### src/rtl/pipe_cu_pkg.sv
// Shared definitions for pipe_control_unit: opcode constants, control encodings, FSM states, ctrl bundle.
// The TRAP state exists only when PIPE_CU_TRAP_EN is defined.
package pipe_cu_pkg;

  localparam logic [4:0] OPCODE_LOAD   = 5'b00000;
  localparam logic [4:0] OPCODE_FENCE  = 5'b00011;
  localparam logic [4:0] OPCODE_OPIMM  = 5'b00100;
  localparam logic [4:0] OPCODE_AUIPC  = 5'b00101;
  localparam logic [4:0] OPCODE_STORE  = 5'b01000;
  localparam logic [4:0] OPCODE_OP     = 5'b01100;
  localparam logic [4:0] OPCODE_LUI    = 5'b01101;
  localparam logic [4:0] OPCODE_BRANCH = 5'b11000;
  localparam logic [4:0] OPCODE_JALR   = 5'b11001;
  localparam logic [4:0] OPCODE_JAL    = 5'b11011;
  localparam logic [4:0] OPCODE_SYSTEM = 5'b11100;

  localparam logic [2:0] ALUOP_ADD    = 3'b000;
  localparam logic [2:0] ALUOP_BRANCH = 3'b001;
  localparam logic [2:0] ALUOP_RTYPE  = 3'b010;
  localparam logic [2:0] ALUOP_ITYPE  = 3'b011;
  localparam logic [2:0] ALUOP_UPPER  = 3'b100;
  localparam logic [2:0] ALUOP_JUMP   = 3'b101;

  localparam logic [1:0] REGWSRC_ALU   = 2'b00;
  localparam logic [1:0] REGWSRC_PC4   = 2'b01;
  localparam logic [1:0] REGWSRC_AUIPC = 2'b10;

  localparam logic [1:0] PCSRC_SEQ    = 2'b00;
  localparam logic [1:0] PCSRC_TARGET = 2'b01;
  localparam logic [1:0] PCSRC_JALR   = 2'b10;
  localparam logic [1:0] PCSRC_TRAP   = 2'b11;

  typedef enum logic [2:0] {
    ST_RUN   = 3'd0,
    ST_STALL = 3'd1,
    ST_FLUSH = 3'd2,
`ifdef PIPE_CU_TRAP_EN
    ST_TRAP  = 3'd4,
`endif
    ST_HALT  = 3'd3
  } state_t;

  typedef struct packed {
    logic       branch;
    logic       memread;
    logic       memtoreg;
    logic       memwrite;
    logic       alusrc;
    logic       regwrite;
    logic       jump;
    logic [2:0] aluop;
    logic [1:0] regwsrc;
    logic [1:0] pcsrc;
  } ctrl_t;

  localparam int CTRL_W = $bits(ctrl_t);

  function automatic logic load_use(input logic valid, input logic memread, input logic [4:0] rd,
                                    input logic [4:0] rs1, input logic [4:0] rs2);
    return valid && memread && (rd != 5'd0) && ((rd == rs1) || (rd == rs2));
  endfunction

endpackage

### src/rtl/pipe_cu_decode.sv
// Combinational opcode[6:2] -> datapath control bundle; unknown opcodes (incl. SYSTEM, FENCE) give all zeros.
module pipe_cu_decode
  import pipe_cu_pkg::*;
(
  input  logic [4:0]        opcode,
  output logic [CTRL_W-1:0] ctrl
);

  ctrl_t c;

  always_comb begin
    c = '0;
    case (opcode)
      OPCODE_OP: begin
        c.regwrite = 1'b1;
        c.aluop    = ALUOP_RTYPE;
      end
      OPCODE_LOAD: begin
        c.memread  = 1'b1;
        c.memtoreg = 1'b1;
        c.alusrc   = 1'b1;
        c.regwrite = 1'b1;
        c.aluop    = ALUOP_ADD;
      end
      OPCODE_STORE: begin
        c.memwrite = 1'b1;
        c.alusrc   = 1'b1;
        c.aluop    = ALUOP_ADD;
      end
      OPCODE_BRANCH: begin
        c.branch = 1'b1;
        c.aluop  = ALUOP_BRANCH;
        c.pcsrc  = PCSRC_TARGET;
      end
      OPCODE_OPIMM: begin
        c.alusrc   = 1'b1;
        c.regwrite = 1'b1;
        c.aluop    = ALUOP_ITYPE;
      end
      OPCODE_LUI: begin
        c.alusrc   = 1'b1;
        c.regwrite = 1'b1;
        c.aluop    = ALUOP_UPPER;
      end
      OPCODE_AUIPC: begin
        c.alusrc   = 1'b1;
        c.regwrite = 1'b1;
        c.aluop    = ALUOP_UPPER;
        c.regwsrc  = REGWSRC_AUIPC;
      end
      OPCODE_JALR: begin
        c.alusrc   = 1'b1;
        c.regwrite = 1'b1;
        c.jump     = 1'b1;
        c.aluop    = ALUOP_JUMP;
        c.regwsrc  = REGWSRC_PC4;
        c.pcsrc    = PCSRC_JALR;
      end
      OPCODE_JAL: begin
        c.regwrite = 1'b1;
        c.jump     = 1'b1;
        c.aluop    = ALUOP_JUMP;
        c.regwsrc  = REGWSRC_PC4;
        c.pcsrc    = PCSRC_TARGET;
      end
      default: c = '0;
    endcase
  end

  assign ctrl = c;

endmodule

### src/rtl/pipe_control_unit.sv
// Pipelined control unit: decode, ID/EX control register, stall/flush/halt sequencing.
// Define PIPE_CU_TRAP_EN to turn ECALL/FENCE into a one-cycle trap redirect followed by a flush.
module pipe_control_unit
  import pipe_cu_pkg::*;
#(
  parameter int ALUOP_W     = 3,
  parameter int LOAD_STALL  = 1,
  parameter int FLUSH_DEPTH = 2
) (
  input  logic               clk,
  input  logic               rst,
  input  logic               id_valid,
  input  logic [4:0]         id_opcode,
  input  logic               id_inst20,
  input  logic [4:0]         id_rs1,
  input  logic [4:0]         id_rs2,
  input  logic [4:0]         ex_rd,
  input  logic               ex_memread,
  input  logic               redirect,
  output logic               pc_write,
  output logic               ifid_write,
  output logic               ifid_flush,
  output logic               ex_branch,
  output logic               ex_memread_o,
  output logic               ex_memtoreg,
  output logic               ex_memwrite,
  output logic               ex_alusrc,
  output logic               ex_regwrite,
  output logic               ex_jump,
  output logic [ALUOP_W-1:0] ex_aluop,
  output logic [1:0]         ex_regwsrc,
  output logic [1:0]         ex_pcsrc,
  output logic               halted,
  output logic               trap_req
);

  // The first stall/flush cycle happens in RUN, so the count holds the cycles still owed after it.
  localparam state_t     FLUSH_ENTRY = (FLUSH_DEPTH > 1) ? ST_FLUSH : ST_RUN;
  localparam state_t     STALL_ENTRY = (LOAD_STALL > 1) ? ST_STALL : ST_RUN;
  localparam logic [1:0] FLUSH_CNT   = 2'(FLUSH_DEPTH - 1);
  localparam logic [1:0] STALL_CNT   = 2'(LOAD_STALL - 1);

  state_t            state_reg, state_next;
  logic [1:0]        cnt_reg, cnt_next;
  ctrl_t             ex_reg, ex_next;
  logic [CTRL_W-1:0] dec_bits;
  ctrl_t             dec;
  logic              hazard;
  logic              is_ebreak;
`ifdef PIPE_CU_TRAP_EN
  logic              is_trap;
`endif

  pipe_cu_decode u_decode (
    .opcode (id_opcode),
    .ctrl   (dec_bits)
  );

  assign dec       = ctrl_t'(dec_bits);
  assign hazard    = load_use(id_valid, ex_memread, ex_rd, id_rs1, id_rs2);
  assign is_ebreak = id_valid && (id_opcode == OPCODE_SYSTEM) && id_inst20;
`ifdef PIPE_CU_TRAP_EN
  assign is_trap   = id_valid && (((id_opcode == OPCODE_SYSTEM) && !id_inst20) || (id_opcode == OPCODE_FENCE));
`endif

  always_comb begin
    state_next = state_reg;
    cnt_next   = cnt_reg;
    ex_next    = '0;
    pc_write   = 1'b1;
    ifid_write = 1'b1;
    ifid_flush = 1'b0;
    case (state_reg)
      ST_RUN: begin
        if (redirect) begin
          ifid_flush = 1'b1;
          state_next = FLUSH_ENTRY;
          cnt_next   = FLUSH_CNT;
        end else if (hazard) begin
          pc_write   = 1'b0;
          ifid_write = 1'b0;
          state_next = STALL_ENTRY;
          cnt_next   = STALL_CNT;
        end else if (is_ebreak) begin
          pc_write   = 1'b0;
          ifid_write = 1'b0;
          state_next = ST_HALT;
        end
`ifdef PIPE_CU_TRAP_EN
        else if (is_trap) begin
          ex_next.jump  = 1'b1;
          ex_next.pcsrc = PCSRC_TRAP;
          state_next    = ST_TRAP;
        end
`endif
        else if (id_valid) begin
          ex_next = dec;
        end
      end
      ST_STALL: begin
        if (redirect) begin
          ifid_flush = 1'b1;
          state_next = FLUSH_ENTRY;
          cnt_next   = FLUSH_CNT;
        end else begin
          pc_write   = 1'b0;
          ifid_write = 1'b0;
          if (cnt_reg <= 2'd1) begin
            state_next = ST_RUN;
            cnt_next   = 2'd0;
          end else begin
            cnt_next = cnt_reg - 2'd1;
          end
        end
      end
      ST_FLUSH: begin
        ifid_flush = 1'b1;
        if (redirect) begin
          state_next = FLUSH_ENTRY;
          cnt_next   = FLUSH_CNT;
        end else if (cnt_reg <= 2'd1) begin
          state_next = ST_RUN;
          cnt_next   = 2'd0;
        end else begin
          cnt_next = cnt_reg - 2'd1;
        end
      end
      ST_HALT: begin
        pc_write   = 1'b0;
        ifid_write = 1'b0;
      end
`ifdef PIPE_CU_TRAP_EN
      ST_TRAP: begin
        ifid_flush = 1'b1;
        state_next = FLUSH_ENTRY;
        cnt_next   = FLUSH_CNT;
      end
`endif
      default: begin
        state_next = ST_RUN;
        cnt_next   = 2'd0;
      end
    endcase
    // Enables must read as "free running" while reset is held, whatever the inputs say.
    if (!rst) begin
      pc_write   = 1'b1;
      ifid_write = 1'b1;
      ifid_flush = 1'b0;
    end
  end

  always_ff @(posedge clk or negedge rst) begin
    if (!rst) begin
      state_reg <= ST_RUN;
      cnt_reg   <= 2'd0;
      ex_reg    <= '0;
    end else begin
      state_reg <= state_next;
      cnt_reg   <= cnt_next;
      ex_reg    <= ex_next;
    end
  end

  assign ex_branch    = ex_reg.branch;
  assign ex_memread_o = ex_reg.memread;
  assign ex_memtoreg  = ex_reg.memtoreg;
  assign ex_memwrite  = ex_reg.memwrite;
  assign ex_alusrc    = ex_reg.alusrc;
  assign ex_regwrite  = ex_reg.regwrite;
  assign ex_jump      = ex_reg.jump;
  assign ex_aluop     = ALUOP_W'(ex_reg.aluop);
  assign ex_regwsrc   = ex_reg.regwsrc;
  assign ex_pcsrc     = ex_reg.pcsrc;
  assign halted       = (state_reg == ST_HALT);
`ifdef PIPE_CU_TRAP_EN
  assign trap_req     = (state_reg == ST_TRAP);
`else
  assign trap_req     = 1'b0;
`endif

endmodule

### config.mk
export PLATFORM = sky130hd
export DESIGN_NAME = pipe_control_unit
export DESIGN_NICKNAME = d
export VERILOG_FILES = /design/src/rtl/pipe_cu_pkg.sv /design/src/rtl/pipe_cu_decode.sv /design/src/rtl/pipe_control_unit.sv
export SDC_FILE = /design/constraint.sdc
export NUM_CORES = 1
export LEC_CHECK = 0
export BUFFER_PORTS_ARGS = -buffer_cell sky130_fd_sc_hd__buf_2
export CAP_MARGIN = 20
export CELL_PAD_IN_SITES_DETAIL_PLACEMENT = 0
export CELL_PAD_IN_SITES_GLOBAL_PLACEMENT = 1
export CORE_AREA = 2 2 67 53
export CTS_CLUSTER_DIAMETER = 100
export DETAILED_ROUTE_END_ITERATION = 10
export DIE_AREA = 0 0 69 55
export GPL_TIMING_DRIVEN = 0
export HOLD_SLACK_MARGIN = 0.02
export PLACE_DENSITY_LB_ADDON = 0.08
export SLEW_MARGIN = 20
export SYNTH_ARGS = -nofsm -noshare
export SYNTH_HDL_FRONTEND = slang
export SYNTH_SLANG_ARGS = --single-unit
### constraint.sdc
create_clock -name clk -period 5.1 [get_ports clk]
set_input_delay 1.02 -clock clk [delete_from_list [all_inputs] [get_ports clk]]
set_output_delay 1.02 -clock clk [all_outputs]
set_load 0.005 [all_outputs]
# After elaboration in Yosys (flattened, before gate mapping)
# Cells that the tools add are included.
# classes
n_addsub	1
order_cmp	1
n_eq_ne	17
mux	33
bitwise	1
reduce_logical	18
# op_table
cell	n
$mux W14	5
$eq A5 B5 Y1 const B	4
$eq A5 B4 Y1 const B	3
$mux W3	5
$pmux W3 S5	1
$mux W1	11
$eq A5 B3 Y1 const B	2
$eq A5 B5 Y1	2
$mux W2	5
$reduce_or A2 Y1	5
$pmux W3 S3	1
$pmux W2 S2	2
$reduce_or A7 Y1	1
$eq A3 B2 Y1 const B	2
$pmux W2 S3	1
$reduce_or A6 Y1	1
$logic_and A1 B1 Y1	5
$logic_not A5 Y1	1
$reduce_bool A5 Y1	1
$ne A4 B4 Y1 const B	1
$eq A3 B1 Y1 const B	1
$logic_not A3 Y1	1
$ne A3 B1 Y1 const B	1
$ne A3 B3 Y1 const B	1
other kinds (8)	8
# word_totals
regBits	19
input_bits	26
elab_cells	83

# Longest topological paths before layout
# logic_depth
ltp_word	8
mapped_depth	7
ltp_nobuf	7

# Hierarchy
# Synthesis repeated with hierarchy kept, for this count alone.
# unflattened
cells_unflattened	126
area_unflattened_um2	1238.7
# modules_own_cells
mod	n_inst	cells_per_inst	area_each_um2	seq_area_each_um2
pipe_control_unit	1	101	1063.5	450.4
pipe_cu_decode	1	25	175.2	0.0

# Least setup slack after synthesis
# Ideal clock, no wire load.
# synth_timing
kind	input port to output port
from	in ex_rd[1]
to	out pc_write
arrival_time_ns	2.401
path_slack_ns	1.679
path_stages	5
path_buffers	1
path_cell_list	or4_4 -> o211ai_4 -> nor2_2 -> o311ai_1 -> buf_4
# synth_between
elab_chain_len	7
# synth_rtl
item	line_no	text
start, declared	pipe_control_unit.sv:17	input logic [4:0] ex_rd,
$eq A5 B5 Y1 / $reduce_bool A5 Y1 (equally long branches)	pipe_cu_pkg.sv:60	return valid && memread && (rd != 5'd0) && ((rd == rs1) || (rd == rs2));
$logic_or A1 B1 Y1 / $logic_and A1 B1 Y1 (equally long branches)	pipe_cu_pkg.sv:60	
$logic_and A1 B1 Y1 (*)	pipe_cu_pkg.sv:60	
$mux W1 (*) (2 in series)	-	
$pmux W1 S3 (*)	-	
$mux W1 (*)	-	
end, declared	pipe_control_unit.sv:20	output logic pc_write,
# Mark *: on every way between the ends. The rest lies on a longest branch, timed or not.

# Worst setup path after layout
# layout_timing
from	in ex_rd[1]
to	out pc_write
# layout_between
elab_chain_len	7
# layout_rtl
item	line_no	text
$eq A5 B5 Y1 / $reduce_bool A5 Y1 (equally long branches)	pipe_cu_pkg.sv:60	
$logic_or A1 B1 Y1 / $logic_and A1 B1 Y1 (equally long branches)	pipe_cu_pkg.sv:60	
$logic_and A1 B1 Y1 (*)	pipe_cu_pkg.sv:60	
$mux W1 (*)	pipe_control_unit.sv:79	end else if (hazard) begin
$mux W1 (*)	pipe_control_unit.sv:75	if (redirect) begin
$pmux W1 S3 (*)	pipe_control_unit.sv:73	case (state_reg)
$mux W1 (*)	pipe_control_unit.sv:145	if (!rst) begin
# Marked as above.

==> summary.txt <==
STA
  • Max Slew Vio Count: 0
  • RSZ-0062 raised after global routing: no
  • Final hold vios: 0
  • Final clock skew: 0.00335 ns
  • Hold_ws: 0.560 ns
  • Fmax: 0.271 GHz
  • Crit path time final: 3.69 ns
  • Setup violations, final: 0
  • TNS Setup: 0 ns
  • Post-route setup slack: 1.41 ns
  • Period utilization: 0.724

Layout
  • Fin area: 1460 sq um
  • Max reg flops: 3
  • Reg area: 425 sq um
  • Share of cells above drive strength 1: 0.354
  • Antenna diodes: 0
  • Final Net Count: 196
  • Fillers: 336
  • Area grow syn2layout: 25.3%
  • Footprint of the multi-input gates: 689 sq um

Die
  • Core box area: 3150 sq um
  • Die Y: 55 um
  • # IOs: 45
  • Row count: 18
  • Starting density of the core: 0.369
  • Die area: 3800 sq um
  • Chip Width: 69 um

Logic synthesis
  • Top cell type's share of synthesized area: 0.365
  • Cells after Synth: 120
  • Ys async rst share: 1.00
  • Synth Area in Compound Gates: 0.186
  • Synthesized area: 1160 sq um
  • Synth Area in Simple Gates: 0.258
  • Yosys top cell by area: dfrtp_1
  • Post-synthesis mux area share: 0.00859
  • Adder-Cell Fraction of Synth Area: 0.0537
  • Cell variety after synth: 44
  • Largest family of logic cells by synthesized area: simple AND/OR/NAND/NOR gates
  • Synth Register Bits: 17
  • Syn. warnings: 0
  • Mean Syn Cell Area: 9.71 sq um
  • Ys flop type: dfrtp_1
  • Syn nets: 151
  • Register area share after synthesis: 0.365
  • Top cells by area, synth: dfrtp_1, xor2_1, ha_1
  • Post-synthesis xor/xnor area fraction: 0.0827
  • EDFF count, synth: 0

Route
  • DR vias: 1040
  • Detailed Routing Iterations Pass 1: 4
  • Drc violations: 0
  • Final wirelength: 2760 um
  • Starting DRC count in detailed routing: 71
  • Vias per Instance: 5.10
  • Post-DRT Antenna Nets: 0
  • Wire length per cell: 13.5 um

Place
  • Port Buf Inserts: 40
  • Post-placement cell area: 1420 sq um
  • Post-detail-place hpwl: 2150 um
  • Gp weighted congestion: 0.798
  • Pre-CTS worst setup slack: 1.38 ns

Outcome
  • Status: finished clean

Setup path
  • Setup crit end kind: output port
  • Critical path class: primary input to output port
  • Worst Path Arrival: 2.67 ns
  • Worst Path Required: 4.08 ns
  • Reg2reg end: cnt_reg[0]
  • Max FO, Critical Path: 8
  • Worst r2r path cells: 7
  • Element type at the critical path start: primary input
  • Flop2flop setup slack: 3.13 ns
  • Worst r2r src: state_reg[0]

Clocking
  • Clock-pin slew on the worst setup and hold paths: 0.07 ns
  • CTS tree: yes
  • Clk_lat worst skew: 0.25 ns
  • Post-CTS setup buffer count: 0
  • Post-CTS Hold Fix Bufs: 0
  • Clk sinks: 17
  • CTS Root Cell: clkbuf_8
  • Htree depth: 1
  • CTS Buffer Depth: 2
  • CTS resizes: 0
  • CTS Buf Count: 3

GRT
  • Gr usage total: 0.157
  • First-pass GRT wire length: 4690 um
  • Initial antenna violation count: 0
  • Vias in the first global route: 1030
  • Pin count of the biggest net entering global routing: 20
  • Total gr overflow: 0

Power and ir drop
  • NetSw: 99.3 uW
  • Internal power: 229 uW
  • Seq pwr share: 0.444
  • Clk pwr share: 0.304
  • Sw Ratio: 0.302
  • Gate power share: 0.252
  • Pwr dens: 225 nW/um^2
  • Leakage: 0.711 nW
  • VDD IR-drop max: 0.119 mV

Hold path
  • Hold depth: 2
  • Worst hold start: cnt_reg[0]
  • Hold Path Sink: cnt_reg[0]
  • Hold crit path type: register to register

Flow run
  • MaxCap Viol Count: 0
[per-layer routing]
metal | up-vias | GRT usage | share of wire
met5 | - | 0 | 0
met1 | 483 | 0.204 | 0.49
met2 | 32 | 0.264 | 0.45
met3 | 0 | 0.0507 | 0.058
li1 | 525 | - | -
met4 | 0 | 0.0294 | 0
[synthesized netlist by cell type (all sizes together) (3+ instances only)]
library cell	count
ha	5
nor4	6
nand2b	3
a21oi	3
buf	4
nor2	9
o21ai	8
xor2	11
a2111oi	3
dfrtp	17
inv	4
a22oi	3
nand2	8
nor3	8
[logic make-up after synthesis]
logic type,after synthesis
simple gates,49
buf+inv,10
flops,17
compound gates,26
fa+ha+maj,5
mux,1
xor+xnor,11
other cells,1
[final cells by class]
class | count | share of cell area
Buffer | 6 | 0.0240
Clock buffer | 4 | 0.0308
Inverter | 4 | 0.0103
Multi-Input combinational cell | 93 | 0.472
Sequential cell | 17 | 0.291
Tap cell | 40 | 0.0343
Timing Repair Buffer | 40 | 0.137
[worst max-delay path by stage]
stage / start / endpoint / slack [ns] / depth (start not counted)
floorplan: ex_rd[1] / pc_write / 1.68 / 5
global placement: ex_rd[1] / pc_write / 1.45 / 7
detailed placement: ex_rd[1] / pc_write / 1.38 / 7
CTS: ex_rd[1] / pc_write / 1.38 / 7
global route: ex_rd[1] / pc_write / 1.24 / 7
finish: ex_rd[1] / pc_write / 1.41 / 7
[metrics by stage]
stage / utilization / power [mW] / cells
after global routing: 0.463 / 0.348 / 204
after CTS: 0.463 / 0.333 / 204
after floorplan: - / 0.199 / 120
after detailed placement: 0.449 / 0.232 / 200
after global placement: 0.449 / 0.230 / 200
final: 0.463 / 0.329 / 204
[critical path, cell delays in order]
cell and delay, ns:
buf_2 0.12, or4_4 0.54, o211ai_4 0.26, nor2_2 0.14, o311ai_1 0.33, buf_4 0.16
buf_2 0.09
[layout by cell type, fill, tap and decap left out, drive strengths merged, types with 2 or more instances in the layout]
cell     Yosys  layout
buf          4      44
dfrtp       17      17
xor2        11      11
nor2         9       9
nor3         8       8
nand2        8       8
o21ai        8       8
nor4         6       6
clkbuf       2       6
ha           5       5
inv          4       4
nand2b       3       3
a21oi        3       3
a22oi        3       3
a2111oi      3       3
and3b        2       2
nor2b        2       2
nand3        2       2
or4          2       2
[power groups by stage]
stage	combinational [mW]	sequential [mW]	clock, mW
after detailed placement	0.0832	0.148	0
after floorplan	0.0519	0.147	0
after CTS	0.0838	0.146	0.103
after global routing	0.0936	0.147	0.108
final	0.0829	0.146	0.0999
after global placement	0.0818	0.148	0
No activity file was read; power rests on OpenSTA's default activity.
